## config.mk

```make
export PLATFORM = sky130hd
export DESIGN_NAME = vram_arbiter
export DESIGN_NICKNAME = d
export VERILOG_FILES = /design/src/rtl/vram_arbiter.sv
export SDC_FILE = /design/constraint.sdc
export NUM_CORES = 1
export LEC_CHECK = 0
export ABC_AREA = 1
export ABC_CLOCK_PERIOD_IN_PS = 2500
export CAP_MARGIN = 40
export CORE_UTILIZATION = 46
export CTS_BUF_LIST = sky130_fd_sc_hd__clkbuf_16
export CTS_CLUSTER_DIAMETER = 40
export DETAILED_ROUTE_END_ITERATION = 8
export GPL_ROUTABILITY_DRIVEN = 0
export MAX_ROUTING_LAYER = met4
export PLACE_DENSITY = 0.86
export SLEW_MARGIN = 10
export SYNTH_ARGS = -nofsm -noshare
export SYNTH_HDL_FRONTEND = slang
export SYNTH_SLANG_ARGS = --single-unit
```

## constraint.sdc

```tcl
create_clock -name CLK -period 2.5 [get_ports CLK]
set_input_delay 0.5 -clock CLK [delete_from_list [all_inputs] [get_ports CLK]]
set_output_delay 0.5 -clock CLK [all_outputs]
set_load 0.05 [all_outputs]
```

## src/rtl/vram_arbiter.sv

```systemverilog
// Single-port VRAM arbiter: video fetches on fixed slots take absolute priority; CPU accesses
// are granted in free decision cycles and acknowledged after their data/issue cycle.
module vram_arbiter #(
    parameter int unsigned CONTEND = 1
) (
    input  logic        CLK,
    input  logic        RESET,
    input  logic [3:0]  slot,
    input  logic        paper,
    input  logic [12:0] bmp_addr,
    input  logic [12:0] att_addr,
    output logic [7:0]  vid_data,
    output logic        vid_bmp_stb,
    output logic        vid_att_stb,
    input  logic        cpu_req,
    input  logic        cpu_we,
    input  logic [12:0] cpu_addr,
    input  logic [7:0]  cpu_wdata,
    output logic [7:0]  cpu_rdata,
    output logic        cpu_ack,
    output logic        cpu_wait,
    output logic [12:0] mem_addr,
    output logic        mem_we,
    output logic [7:0]  mem_wdata,
    input  logic [7:0]  mem_rdata,
    output logic [15:0] stall_cnt
);

    localparam bit ContendEn = (CONTEND != 0);

    typedef enum logic [1:0] {StIdle, StCpuRd, StCpuWr, StCpuAck} state_e;

    state_e      state_q, state_d;
    logic        rd_phase_q, rd_phase_d;
    logic [1:0]  vid1_q, vid1_d;  // {valid, is_attribute} for the issue cycle
    logic [1:0]  vid2_q;          // same, for the data cycle
    logic [7:0]  vid_data_q, vid_data_d;
    logic        bmp_stb_q, bmp_stb_d;
    logic        att_stb_q, att_stb_d;
    logic [7:0]  cpu_rdata_q, cpu_rdata_d;
    logic [12:0] mem_addr_q, mem_addr_d;
    logic        mem_we_q, mem_we_d;
    logic [7:0]  mem_wdata_q, mem_wdata_d;
    logic [15:0] stall_q, stall_d;

    logic video_dec;
    logic cpu_block;
    logic grant;

    assign video_dec = paper && slot[3] && !slot[0];
    assign cpu_block = video_dec || (ContendEn && paper && slot[3]);
    assign grant     = (state_q == StIdle) && cpu_req && !cpu_block;

    always_comb begin
        state_d     = state_q;
        rd_phase_d  = 1'b0;
        mem_addr_d  = mem_addr_q;
        mem_we_d    = 1'b0;
        mem_wdata_d = mem_wdata_q;
        cpu_rdata_d = cpu_rdata_q;

        // Video and CPU never both decide in one cycle: grant excludes video decisions.
        if (video_dec) begin
            mem_addr_d = slot[1] ? att_addr : bmp_addr;
        end

        unique case (state_q)
            StIdle: begin
                if (grant) begin
                    mem_addr_d = cpu_addr;
                    mem_we_d   = cpu_we;
                    if (cpu_we) begin
                        mem_wdata_d = cpu_wdata;
                        state_d     = StCpuWr;
                    end else begin
                        state_d = StCpuRd;
                    end
                end
            end
            StCpuRd: begin
                if (rd_phase_q) begin
                    cpu_rdata_d = mem_rdata;
                    state_d     = StCpuAck;
                end else begin
                    rd_phase_d = 1'b1;
                end
            end
            StCpuWr:  state_d = StCpuAck;
            StCpuAck: state_d = StIdle;
            default:  state_d = StIdle;
        endcase
    end

    always_comb begin
        vid1_d     = {video_dec, slot[1]};
        bmp_stb_d  = vid2_q[1] && !vid2_q[0];
        att_stb_d  = vid2_q[1] && vid2_q[0];
        vid_data_d = vid2_q[1] ? mem_rdata : vid_data_q;
        stall_d    = (cpu_wait && (stall_q != 16'hFFFF)) ? stall_q + 16'd1 : stall_q;
    end

    always_ff @(posedge CLK) begin
        if (RESET) begin
            state_q     <= StIdle;
            rd_phase_q  <= 1'b0;
            vid1_q      <= 2'b00;
            vid2_q      <= 2'b00;
            vid_data_q  <= 8'h00;
            bmp_stb_q   <= 1'b0;
            att_stb_q   <= 1'b0;
            cpu_rdata_q <= 8'h00;
            mem_addr_q  <= 13'h0000;
            mem_we_q    <= 1'b0;
            mem_wdata_q <= 8'h00;
            stall_q     <= 16'h0000;
        end else begin
            state_q     <= state_d;
            rd_phase_q  <= rd_phase_d;
            vid1_q      <= vid1_d;
            vid2_q      <= vid1_q;
            vid_data_q  <= vid_data_d;
            bmp_stb_q   <= bmp_stb_d;
            att_stb_q   <= att_stb_d;
            cpu_rdata_q <= cpu_rdata_d;
            mem_addr_q  <= mem_addr_d;
            mem_we_q    <= mem_we_d;
            mem_wdata_q <= mem_wdata_d;
            stall_q     <= stall_d;
        end
    end

    assign vid_data    = vid_data_q;
    assign vid_bmp_stb = bmp_stb_q;
    assign vid_att_stb = att_stb_q;
    assign cpu_rdata   = cpu_rdata_q;
    assign cpu_ack     = (state_q == StCpuAck);
    assign cpu_wait    = cpu_req && (state_q != StCpuAck);
    assign mem_addr    = mem_addr_q;
    assign mem_we      = mem_we_q;
    assign mem_wdata   = mem_wdata_q;
    assign stall_cnt   = stall_q;

endmodule

```

==> results.sh <==
export IMPL_port_buffers=120
export IMPL_fin_area_um2=4451
export IMPL_cp_data_arrival_time_ns=1.75
export IMPL_p_sw_mw=1.076
export IMPL_max_slew_worst_pin_slew_ns=0.5499
export IMPL_maxSlewViolCount=0
export IMPL_cts_setup_buffers=0
export IMPL_cts_hold_buf=0
export IMPL_critPathMaxStageDelay_ns=0.84
export IMPL_r2r_end="stall_cnt[4]"
export IMPL_end_kind="output pin"
export IMPL_finalHoldViolCount=0
export IMPL_drcViolationCount=0
export IMPL_p_sw_frac=0.3267
export IMPL_yosys_top_cells_area="dfxtp_1 (44%), nand2_1 (12%), nor2_1 (9.5%)"
export IMPL_core_um2=5991
export IMPL_cts_made_buffers=9
export IMPL_htree_levels=3
export IMPL_final_nets=599
export IMPL_max_freq_mhz=444.2
export IMPL_io_pins=122
export IMPL_synth_most_common_cell="nand2_1"
export IMPL_die_w_um=81.20
export IMPL_dpl_cell_area_um2=4172
export IMPL_skew_ns=0.008110
export IMPL_slew_headroom=0.6323
export IMPL_syn_inst=408
export IMPL_drt_iter0_drc=122
export IMPL_cts_resized=0
export IMPL_wire_per_inst_um=13.59
export IMPL_setup_worst_path_class="reg -> out"
export IMPL_power_share_clock=0.353
export IMPL_p_per_area_nw_per_um2=739.7
export IMPL_yosysTopAreaCell="dfxtp_1"
export IMPL_hold_start="vid1_q[0]"
export IMPL_p_int_mw=2.217
export IMPL_dp_hpwl_mm=5.965
export IMPL_die_h_um=81.20
export IMPL_cts_buffer_depth=2
export IMPL_peakVddDrop_mv=0.4680
export IMPL_cp_max_fo=4
export IMPL_synth_avg_cell_area_um2=7.072
export IMPL_combPwrFrac=0.293
export IMPL_hold_class="reg -> reg"
export IMPL_path_cells="ha_1, clkdlybuf4s50_1"
export IMPL_p_leak_nw=1.782
export IMPL_dominantRegCellSynth="dfxtp_1"
export IMPL_async_flop_share=0
export IMPL_grt_pass1_vias=3043
export IMPL_rsz0062_at_grt="no"
export IMPL_synth_yosys_seq_area_share=0.4371
export IMPL_tritoncts="yes"
export IMPL_synth_common_cells="nand2_1 (91), nor2_1 (73), dfxtp_1 (63), inv_1 (34), o21ai_0 (30)"
export IMPL_setup_tns_final_ns=0
export IMPL_antenna_found_initial=0
export IMPL_grtUsageTotal=0.2783
export IMPL_placementRows=28
export IMPL_clkTransAtPathRegs_ns=0.05
export IMPL_n_antenna_cell=0
export IMPL_cp_slowest_cell="clkdlybuf4s50_1"
export IMPL_cts_root_buffer="clkbuf_16"
export IMPL_rrSetupSlack_ns=0.91
export IMPL_ys_seq_elements=63
export IMPL_grt_pass1_wl_mm=13.59
export IMPL_clock_sinks=63
export IMPL_firstDrtPassIters=4
export IMPL_worstSkewPairLatency_ns=0.32
export IMPL_maxCapViolations=0
export IMPL_p_seq_frac=0.354
export IMPL_worstPathRequired_ns=2.00
export IMPL_syn_to_final_growth_pct=54.25
export IMPL_yosys_warnings=0
export IMPL_period_minus_slack_ns=2.251
export IMPL_detail_route_antenna_nets=0
export IMPL_setup_viol=0
export IMPL_fp_dieArea_um2=6593
export IMPL_grt_max_degree=29
export IMPL_initial_core_util=0.4816
export IMPL_r2r_start="state_q[0]"
export IMPL_rr_worst_depth=7
export IMPL_hold_depth=2
export IMPL_synth_top_area_share=0.4371
export IMPL_synth_edff_count=0
export IMPL_synthesis_area_um2=2885
export IMPL_drt_total_wl_mm=8.278
export IMPL_start_kind="register"
export IMPL_viasPerCell=5.077
export IMPL_overflow=0
export IMPL_vias=3092
export IMPL_min_to="vid2_q[0]"
export IMPL_synth_cell_type_count=27
export IMPL_final_layout_size_suffix_gt1_frac=0.06180
export IMPL_status="finished, final reports clean"
export IMPL_synth_nets=477
export IMPL_post_route_period_util=0.9004
-- critical path, delay by kind of cell (launching register included) --
family	cells	cell delay, ns
buffers and inverters	1	0.84
flip-flops	1	0.38
adder cells (fa/ha/maj)	1	0.21
-- area by class of cell --
class | instances | area (µm²)
repair buffers | 126 | 1256
clock buffers | 9 | 225.2
fillers | 446 | 1540
inverters | 35 | 131.4
well taps | 75 | 93.84
flip-flops and latches | 63 | 1261
multi-input cells | 295 | 1429
clock inverters | 6 | 53.80
-- power groups by stage --
| stage | Combinational [mW] | Clock (mW) | Sequential (mW) |
|---|---|---|---|
| after floorplan | 0.362 | 0 | 1.42 |
| after global placement | 0.934 | 0 | 1.18 |
| after detailed placement | 0.953 | 0 | 1.18 |
| after CTS | 0.968 | 1.18 | 1.16 |
| after global routing | 1.04 | 1.22 | 1.17 |
| final | 0.965 | 1.16 | 1.17 |
-- per-layer routing --
layer	share of wire	routed length (µm)	GRT usage
met5	0	0	-
met4	0.028	233	0.1071
met3	0.065	538	0.08989
met2	0.51	4181	0.4815
met1	0.40	3325	0.2933
-- state kept, by name, summed over array words and instances (netlist names), 2 cells and up --
| register | cells |
|---|---|
| state_q | 2 |
| vid1_q | 2 |
| stall_cnt | 16 |
| cpu_rdata | 8 |
| vid_data | 8 |
| mem_addr | 13 |
| vid2_q | 2 |
| mem_wdata | 8 |
-- per-stage QoR --
stage	hold slack, ns	util	setup WS (ns)	cells	total power, mW
after floorplan	0.3883	-	0.6662	408	1.780
after detailed placement	0.3927	0.6963	0.3826	594	2.135
after CTS	0.4033	0.7429	0.2230	609	3.310
final	0.4041	0.7429	0.2490	609	3.292
after global placement	0.3942	0.6963	0.4201	594	2.112
after global routing	0.4143	0.7429	0.1784	609	3.439
-- worst max-delay path by stage --
stage,startpoint,end,slack (ns),cells after the start
after floorplan,state_q[0],cpu_wait,0.67,4
after global placement,cpu_req,cpu_wait,0.42,4
after detailed placement,cpu_req,cpu_wait,0.38,4
after CTS,state_q[0],cpu_ack,0.22,2
after global routing,state_q[0],cpu_ack,0.18,2
final,state_q[0],cpu_ack,0.25,2
-- layout by cell type (no fill, tap or decap), drive strengths merged --
cell | netlist | routed
nand4 | 4 | 4
xnor2 | 2 | 2
dfxtp | 63 | 63
clkinv | 1 | 4
a21oi | 26 | 26
nor3 | 4 | 4
nand3 | 24 | 24
a21boi | 1 | 1
clkdlybuf4s50 | 0 | 119
a31oi | 4 | 4
nand2 | 96 | 96
clkinvlp | 0 | 1
inv | 34 | 35
xor2 | 3 | 3
o21bai | 4 | 4
nand3b | 1 | 1
nor2b | 1 | 1
o21ai | 31 | 31
buf | 6 | 7
clkbuf | 9 | 9
o211ai | 9 | 9
nor2 | 80 | 80
ha | 5 | 5
bufinv | 0 | 1
-- cell families after synthesis --
logic type                 after synthesis  share of synthesized area
and+or+nand+nor                        210                     0.3105
AOI/OAI and AO/OA                       75                     0.1479
DFF                                     63                     0.4371
buffers and inverters                   50                    0.06765
xor gates and xnor gates                 5                    0.01518
adders and majority gates                5                    0.02168
(Power assumes the default switching activity.)
